$ cat src/rtl/multicycle_arithmetic_unit_if.sv
// Request/response bundle for the multicycle arithmetic unit.
// The master drives request fields; the slave returns registered results and status.
interface multicycle_arithmetic_unit_if #(
   parameter int WIDTH = 16
);
   logic             start;
   logic [9:0]       op;
   logic [WIDTH-1:0] A;
   logic [WIDTH-1:0] B;
   logic             cin;
   logic [WIDTH-1:0] aluout;
   logic             cout;
   logic             zout;
   logic             done;
   logic             busy;
   logic             err;

   modport master (
      output start, op, A, B, cin,
      input  aluout, cout, zout, done, busy, err
   );

   modport slave (
      input  start, op, A, B, cin,
      output aluout, cout, zout, done, busy, err
   );
endinterface

$ cat src/rtl/multicycle_arithmetic_unit.sv
// One-hot selected ALU: single-cycle logic/shift/add/sub/compare ops with one cycle of latency,
// plus a shift-add multiply of the low operand halves that runs for WIDTH/2 cycles.
module multicycle_arithmetic_unit #(
   parameter int WIDTH      = 16,
   parameter int SIGNED_CMP = 0
) (
   input  logic                          clk,
   input  logic                          ExternalReset,
   multicycle_arithmetic_unit_if.slave   bus
);
   localparam int H  = WIDTH / 2;
   localparam int CW = $clog2(H) + 1;

   localparam logic [9:0] OP_B    = 10'b10_0000_0000;
   localparam logic [9:0] OP_AND  = 10'b01_0000_0000;
   localparam logic [9:0] OP_OR   = 10'b00_1000_0000;
   localparam logic [9:0] OP_NOT  = 10'b00_0100_0000;
   localparam logic [9:0] OP_SHL  = 10'b00_0010_0000;
   localparam logic [9:0] OP_SHR  = 10'b00_0001_0000;
   localparam logic [9:0] OP_ADD  = 10'b00_0000_1000;
   localparam logic [9:0] OP_SUB  = 10'b00_0000_0100;
   localparam logic [9:0] OP_MUL  = 10'b00_0000_0010;
   localparam logic [9:0] OP_CMP  = 10'b00_0000_0001;

   typedef enum logic {S_IDLE, S_MUL} state_t;

   state_t           r_state;
   logic             r_busy;
   logic             r_done;
   logic             r_cout;
   logic             r_zout;
   logic             r_err;
   logic [WIDTH-1:0] r_aluout;
   logic [CW-1:0]    r_cnt;

   logic             r_vld_p0;
   logic [9:0]       r_op_p0;
   logic [WIDTH-1:0] r_a_p0;
   logic [WIDTH-1:0] r_b_p0;
   logic             r_cin_p0;

   logic [WIDTH-1:0] r_mcand;
   logic [WIDTH-1:0] r_acc;
   logic [H-1:0]     r_mplier;

   logic             w_accept;
   logic             w_is_mul;
   logic             w_last;
   logic [WIDTH:0]   w_sum;
   logic [WIDTH:0]   w_diff;
   logic             w_gt;
   logic [WIDTH-1:0] w_res;
   logic             w_c;
   logic             w_z;
   logic             w_err;
   logic [WIDTH-1:0] w_acc_nxt;

   assign w_accept  = bus.start & ~r_busy;
   assign w_is_mul  = (bus.op == OP_MUL);
   assign w_last    = (r_cnt == CW'(H - 1));
   assign w_acc_nxt = r_acc + (r_mplier[0] ? r_mcand : '0);

   // Stage p0 -> p1: single-cycle result computed from the operands latched at acceptance
   assign w_sum  = {1'b0, r_a_p0} + {1'b0, r_b_p0} + {{WIDTH{1'b0}}, r_cin_p0};
   assign w_diff = {1'b0, r_a_p0} - {1'b0, r_b_p0} - {{WIDTH{1'b0}}, r_cin_p0};

   always_comb begin
      if (SIGNED_CMP != 0) w_gt = ($signed(r_a_p0) > $signed(r_b_p0));
      else                 w_gt = (r_a_p0 > r_b_p0);
   end

   always_comb begin
      w_res = '0;
      w_c   = 1'b0;
      w_err = 1'b0;
      case (r_op_p0)
         OP_B:    w_res = r_b_p0;
         OP_AND:  w_res = r_a_p0 & r_b_p0;
         OP_OR:   w_res = r_a_p0 | r_b_p0;
         OP_NOT:  w_res = ~r_b_p0;
         OP_SHL:  begin w_res = {r_b_p0[WIDTH-2:0], 1'b0}; w_c = r_b_p0[WIDTH-1]; end
         OP_SHR:  begin w_res = {1'b0, r_b_p0[WIDTH-1:1]}; w_c = r_b_p0[0];       end
         OP_ADD:  begin w_res = w_sum[WIDTH-1:0];          w_c = w_sum[WIDTH];    end
         OP_SUB:  begin w_res = w_diff[WIDTH-1:0];         w_c = w_diff[WIDTH];   end
         OP_CMP:  begin w_res = r_a_p0;                    w_c = w_gt;            end
         default: w_err = 1'b1;
      endcase
      w_z = (r_op_p0 == OP_CMP) ? (r_a_p0 == r_b_p0) : (w_res == '0);
   end

   always_ff @(posedge clk) begin
      if (ExternalReset) begin
         r_state  <= S_IDLE;
         r_busy   <= 1'b0;
         r_done   <= 1'b0;
         r_aluout <= '0;
         r_cout   <= 1'b0;
         r_zout   <= 1'b0;
         r_err    <= 1'b0;
         r_cnt    <= '0;
         r_vld_p0 <= 1'b0;
      end else begin
         r_done   <= 1'b0;
         r_vld_p0 <= w_accept & ~w_is_mul;
         if (r_vld_p0) begin
            r_aluout <= w_res;
            r_cout   <= w_c;
            r_zout   <= w_z;
            r_err    <= w_err;
            r_done   <= 1'b1;
         end
         case (r_state)
            S_IDLE: begin
               if (w_accept && w_is_mul) begin
                  r_state <= S_MUL;
                  r_busy  <= 1'b1;
                  r_cnt   <= '0;
               end
            end
            S_MUL: begin
               r_cnt <= r_cnt + 1'b1;
               if (w_last) begin
                  r_state  <= S_IDLE;
                  r_busy   <= 1'b0;
                  r_aluout <= w_acc_nxt;
                  r_cout   <= 1'b0;
                  r_zout   <= (w_acc_nxt == '0);
                  r_err    <= 1'b0;
                  r_done   <= 1'b1;
               end
            end
            default: r_state <= S_IDLE;
         endcase
      end
   end

   // Operand and multiplier datapath registers carry no reset; the control above gates their use
   always_ff @(posedge clk) begin
      if (w_accept) begin
         r_op_p0  <= bus.op;
         r_a_p0   <= bus.A;
         r_b_p0   <= bus.B;
         r_cin_p0 <= bus.cin;
      end
      if (w_accept && w_is_mul) begin
         r_mcand  <= {{(WIDTH-H){1'b0}}, bus.A[H-1:0]};
         r_mplier <= bus.B[H-1:0];
         r_acc    <= '0;
      end else if (r_state == S_MUL) begin
         r_acc    <= w_acc_nxt;
         r_mcand  <= r_mcand << 1;
         r_mplier <= r_mplier >> 1;
      end
   end

   assign bus.aluout = r_aluout;
   assign bus.cout   = r_cout;
   assign bus.zout   = r_zout;
   assign bus.done   = r_done;
   assign bus.busy   = r_busy;
   assign bus.err    = r_err;
endmodule
$ cat src/flat_wrapper.sv
// flat-port wrapper written by rule: the top's interface ports become plain ports
module multicycle_arithmetic_unit_flat 
#(
   parameter int WIDTH      = 16,
   parameter int SIGNED_CMP = 0
)
  (clk, ExternalReset, bus_start, bus_op, bus_A, bus_B, bus_cin, bus_aluout, bus_cout, bus_zout, bus_done, bus_busy, bus_err);
  multicycle_arithmetic_unit_if #(.WIDTH(WIDTH)) bus_i ();
  input  logic clk;
  input  logic ExternalReset;
  input wire logic [$bits(bus_i.start)-1:0] bus_start;
  input wire logic [$bits(bus_i.op)-1:0] bus_op;
  input wire logic [$bits(bus_i.A)-1:0] bus_A;
  input wire logic [$bits(bus_i.B)-1:0] bus_B;
  input wire logic [$bits(bus_i.cin)-1:0] bus_cin;
  output wire logic [$bits(bus_i.aluout)-1:0] bus_aluout;
  output wire logic [$bits(bus_i.cout)-1:0] bus_cout;
  output wire logic [$bits(bus_i.zout)-1:0] bus_zout;
  output wire logic [$bits(bus_i.done)-1:0] bus_done;
  output wire logic [$bits(bus_i.busy)-1:0] bus_busy;
  output wire logic [$bits(bus_i.err)-1:0] bus_err;
  assign bus_i.start = bus_start;
  assign bus_i.op = bus_op;
  assign bus_i.A = bus_A;
  assign bus_i.B = bus_B;
  assign bus_i.cin = bus_cin;
  assign bus_aluout = bus_i.aluout;
  assign bus_cout = bus_i.cout;
  assign bus_zout = bus_i.zout;
  assign bus_done = bus_i.done;
  assign bus_busy = bus_i.busy;
  assign bus_err = bus_i.err;
  multicycle_arithmetic_unit #(.WIDTH(WIDTH), .SIGNED_CMP(SIGNED_CMP)) u_core (.clk(clk), .ExternalReset(ExternalReset), .bus(bus_i));
endmodule
$ cat config.mk
export PLATFORM = sky130hd
export DESIGN_NAME = multicycle_arithmetic_unit_flat
export DESIGN_NICKNAME = d
export VERILOG_FILES = /design/src/rtl/multicycle_arithmetic_unit_if.sv /design/src/rtl/multicycle_arithmetic_unit.sv /design/src/flat_wrapper.sv
export SDC_FILE = /design/constraint.sdc
export NUM_CORES = 1
export LEC_CHECK = 0
export ABC_CLOCK_PERIOD_IN_PS = 5550
export BUFFER_PORTS_ARGS = -buffer_cell sky130_fd_sc_hd__buf_2
export CORE_MARGIN = 1.5
export CORE_UTILIZATION = 61
export CTS_CLUSTER_DIAMETER = 100
export DETAILED_ROUTE_END_ITERATION = 10
export GPL_TIMING_DRIVEN = 0
export MAX_ROUTING_LAYER = met4
export PLACE_DENSITY = 0.89
export SLEW_MARGIN = 25
export SYNTH_ARGS = -nofsm -noshare
export SYNTH_HDL_FRONTEND = slang
export SYNTH_SLANG_ARGS = --single-unit
$ cat constraint.sdc
create_clock -name clk -period 5.55 [get_ports clk]
set_clock_uncertainty 0.2 [all_clocks]
set_input_delay 1.11 -clock clk [delete_from_list [all_inputs] [get_ports clk]]
set_output_delay 1.11 -clock clk [all_outputs]
set_load 0.01 [all_outputs]
==> metrics.txt <==
Initial Util=62.09%; Pwr Density=236.4 mW/mm2; Via-to-Cell Ratio=6.542; Finish-stage setup viols=0; mapped cell area=0.008586 mm2; detailed-route via count=7857; synth cell count leaders=nor2_1 (95), ha_1 (94), inv_1 (67); Max Cap Viol=0; clk_lat worst skew=0.37 ns; Synth Flop Type=edfxtp_1; count leader, synth=nor2_1; DRC Markers=0; Max FO, Critical Path=8; Worst-Margin Slew=1.031 ns; Mapped Avg Cell Area=9.163 um2; gr usage total=34.32%; post-CTS sizing=0; WP data arrival=4.57 ns; CTS tree=built; largest net degree at the start of global routing=29; Synth top area share=20.64%; dpl cell area=0.009175 mm2; Clock Pin Slew Worst Setup and Hold Paths=0.09 ns; cts bufs inserted=9; critical-path cell list=inv_1 > fa_1 > fa_1 > o21a_1 > o221ai_1 > a21oi_1 > o221a_2 > or2_2 > a211oi_1 > o21ai_0 > or4_1 > o31ai_2; register bit total from synthesis=110; die area=0.01480 mm2; cell with the largest stage delay on the worst path=edfxtp_1; routability cong.=0.9853; Synth cell types=89; RSZ-0062 raised after global routing=no; CP max stage delay=0.64 ns; Root Buffer=clkbuf_16; CORE AREA=0.01383 mm2; Detailed Place HPWL=18330 um; Slew Limit Fails=0; final worst path period need=4.475 ns; FP Rows=43; fin crit share=80.62%; Critical Path Most Common Cell=fa_1; leak pwr=3.885 nW; drt total wl=24390 um; Crit Path Category=reg2reg; Port Buffers=65; Final WS setup=1.075 ns; CTS Buffer Depth=2; fin area=0.009488 mm2; FMAX=0.2235 GHz; peak supply drop=0.0002366 V; Post-synth EDFFs=59; Setup crit end kind=flip-flop; Die H=121.6 um; status=completed; layout cells sized above 1=13.92%; IO Count=67; Detailed Route Iter0 Violations=1026; post-synthesis cell count=937; CP required=5.64 ns; Avg WL per Cell=20.31 um; Hold-fix buffers, CTS=0; element type at the critical path start=flip-flop; H-tree Lvls=3; Die Width=121.6 um; Post-CTS Setup Bufs=0; vias in the first global route=7306; syn_nets=1082; Syn-to-layout area delta=10.51%; sequential fraction of the synthesis area=32.53%; total power=2.243 mW; grt ovf=0; Initial DRT Pass Iterations=9; final hold viol count=0; Num Clock Sinks=110; hold_ws=0.3036 ns; asr flop ratio synth=0%; Yosys warning count=0; antenna violations before repair=1; Slew HR=30.68%; # nets final=1160; area leader, netlist=edfxtp_1; pre-CTS setup slack=1.032 ns; first-pass GRT wire length=37970 um; Final ANT Viol Nets=0; min-delay worst type=reg2reg; Synth area leaders=edfxtp_1 (21%), ha_1 (14%), dfxtp_1 (12%), nor2_1 (4.2%), inv_1 (2.9%)
through the flow:
stage               std cells  TNS, ns  util (%)
detailed placement       1184        0     66.36
finish                   1201        0     68.62
floorplan                 937        0         -
CTS                      1200        0     68.60
global placement         1182   -37.61     66.08
global route             1201        0     68.62
state kept, by name, indices dropped and copies added (netlist names):
signal,flops
u_core.bus.aluout,16
u_core.r_a_p0,16
u_core.r_acc,16
u_core.r_b_p0,16
u_core.r_mcand,16
u_core.r_op_p0,10
u_core.r_mplier,8
u_core.r_cnt,4
u_core.bus.busy,1
u_core.bus.cout,1
u_core.bus.done,1
u_core.bus.err,1
u_core.bus.zout,1
u_core.r_cin_p0,1
u_core.r_state,1
u_core.r_vld_p0,1
per-layer routing:
metal | track usage, % | share of wire [%] | routed length (um) | vias up
met4 | 15.37 | 4.1 | 1005 | 0
met1 | 42.02 | 40 | 9796 | 3704
met5 | - | 0 | 0 | -
met2 | 54.73 | 46 | 11320 | 431
met3 | 7.210 | 9.3 | 2266 | 85
li1 | - | - | - | 3637
path summary, 6_finish.rpt:
kind / start / end / slack (ns) / depth (start not counted)
worst max-delay path: u_core.r_b_p0[0]$_DFFE_PP_ / u_core.bus.zout$_SDFF_PP0_ / 1.08 / 12
worst min-delay path: u_core.r_acc[15]$_SDFFE_PP0P_ / u_core.r_acc[15]$_SDFFE_PP0P_ / 0.30 / 2
worst max register to register: u_core.r_b_p0[0]$_DFFE_PP_ / u_core.bus.zout$_SDFF_PP0_ / 1.08 / 12
worst min register to register: u_core.r_acc[15]$_SDFFE_PP0P_ / u_core.r_acc[15]$_SDFFE_PP0P_ / 0.30 / 2
report_power, final:
group	internal, mW	switching, mW
Sequential	0.894	0.0510
Clock	0.326	0.357
Combinational	0.252	0.364
Total	1.47	0.772
final cells by class:
cell class	instances	area (um2)
Multi-Input combinational cell	720	5358
Fill cell	1108	4339
Sequential cell	110	2793
Timing Repair Buffer	67	350.3
Inverter	68	255.2
Clock buffer	9	225.2
Tap cell	180	225.2
Buffer	39	193.9
Clock inverter	7	85.08
Antenna cell	1	2.502
cell usage in the layout, fill, tap and decap left out, types with 22 or more instances in the layout:
cell type / n
mux2i_1: 22
o21ai_0: 35
nor3_1: 23
ha_1: 94
edfxtp_1: 59
buf_2: 77
a21oi_1: 50
nand2_1: 44
inv_1: 67
nor2_1: 95
dfxtp_1: 51
worst max-delay path: cells and delay by family (launching register included):
family / cells / cell delay, ns
compound gates: 7 / 1.56
fa+ha+maj: 2 / 0.95
simple gates: 2 / 0.88
flops: 1 / 0.64
buf+inv: 1 / 0.15
cell families after synthesis:
kind of cell / count (synthesis) / share of synthesized area (%)
AOI/OAI and AO/OA: 245 / 20.31
xor gates and xnor gates: 34 / 3.468
adders and majority gates: 99 / 14.86
buffers and inverters: 107 / 5.232
DFF: 110 / 32.53
muxes: 37 / 4.532
and+or+nand+nor: 305 / 19.06
Power figures use the tool's default switching activity.
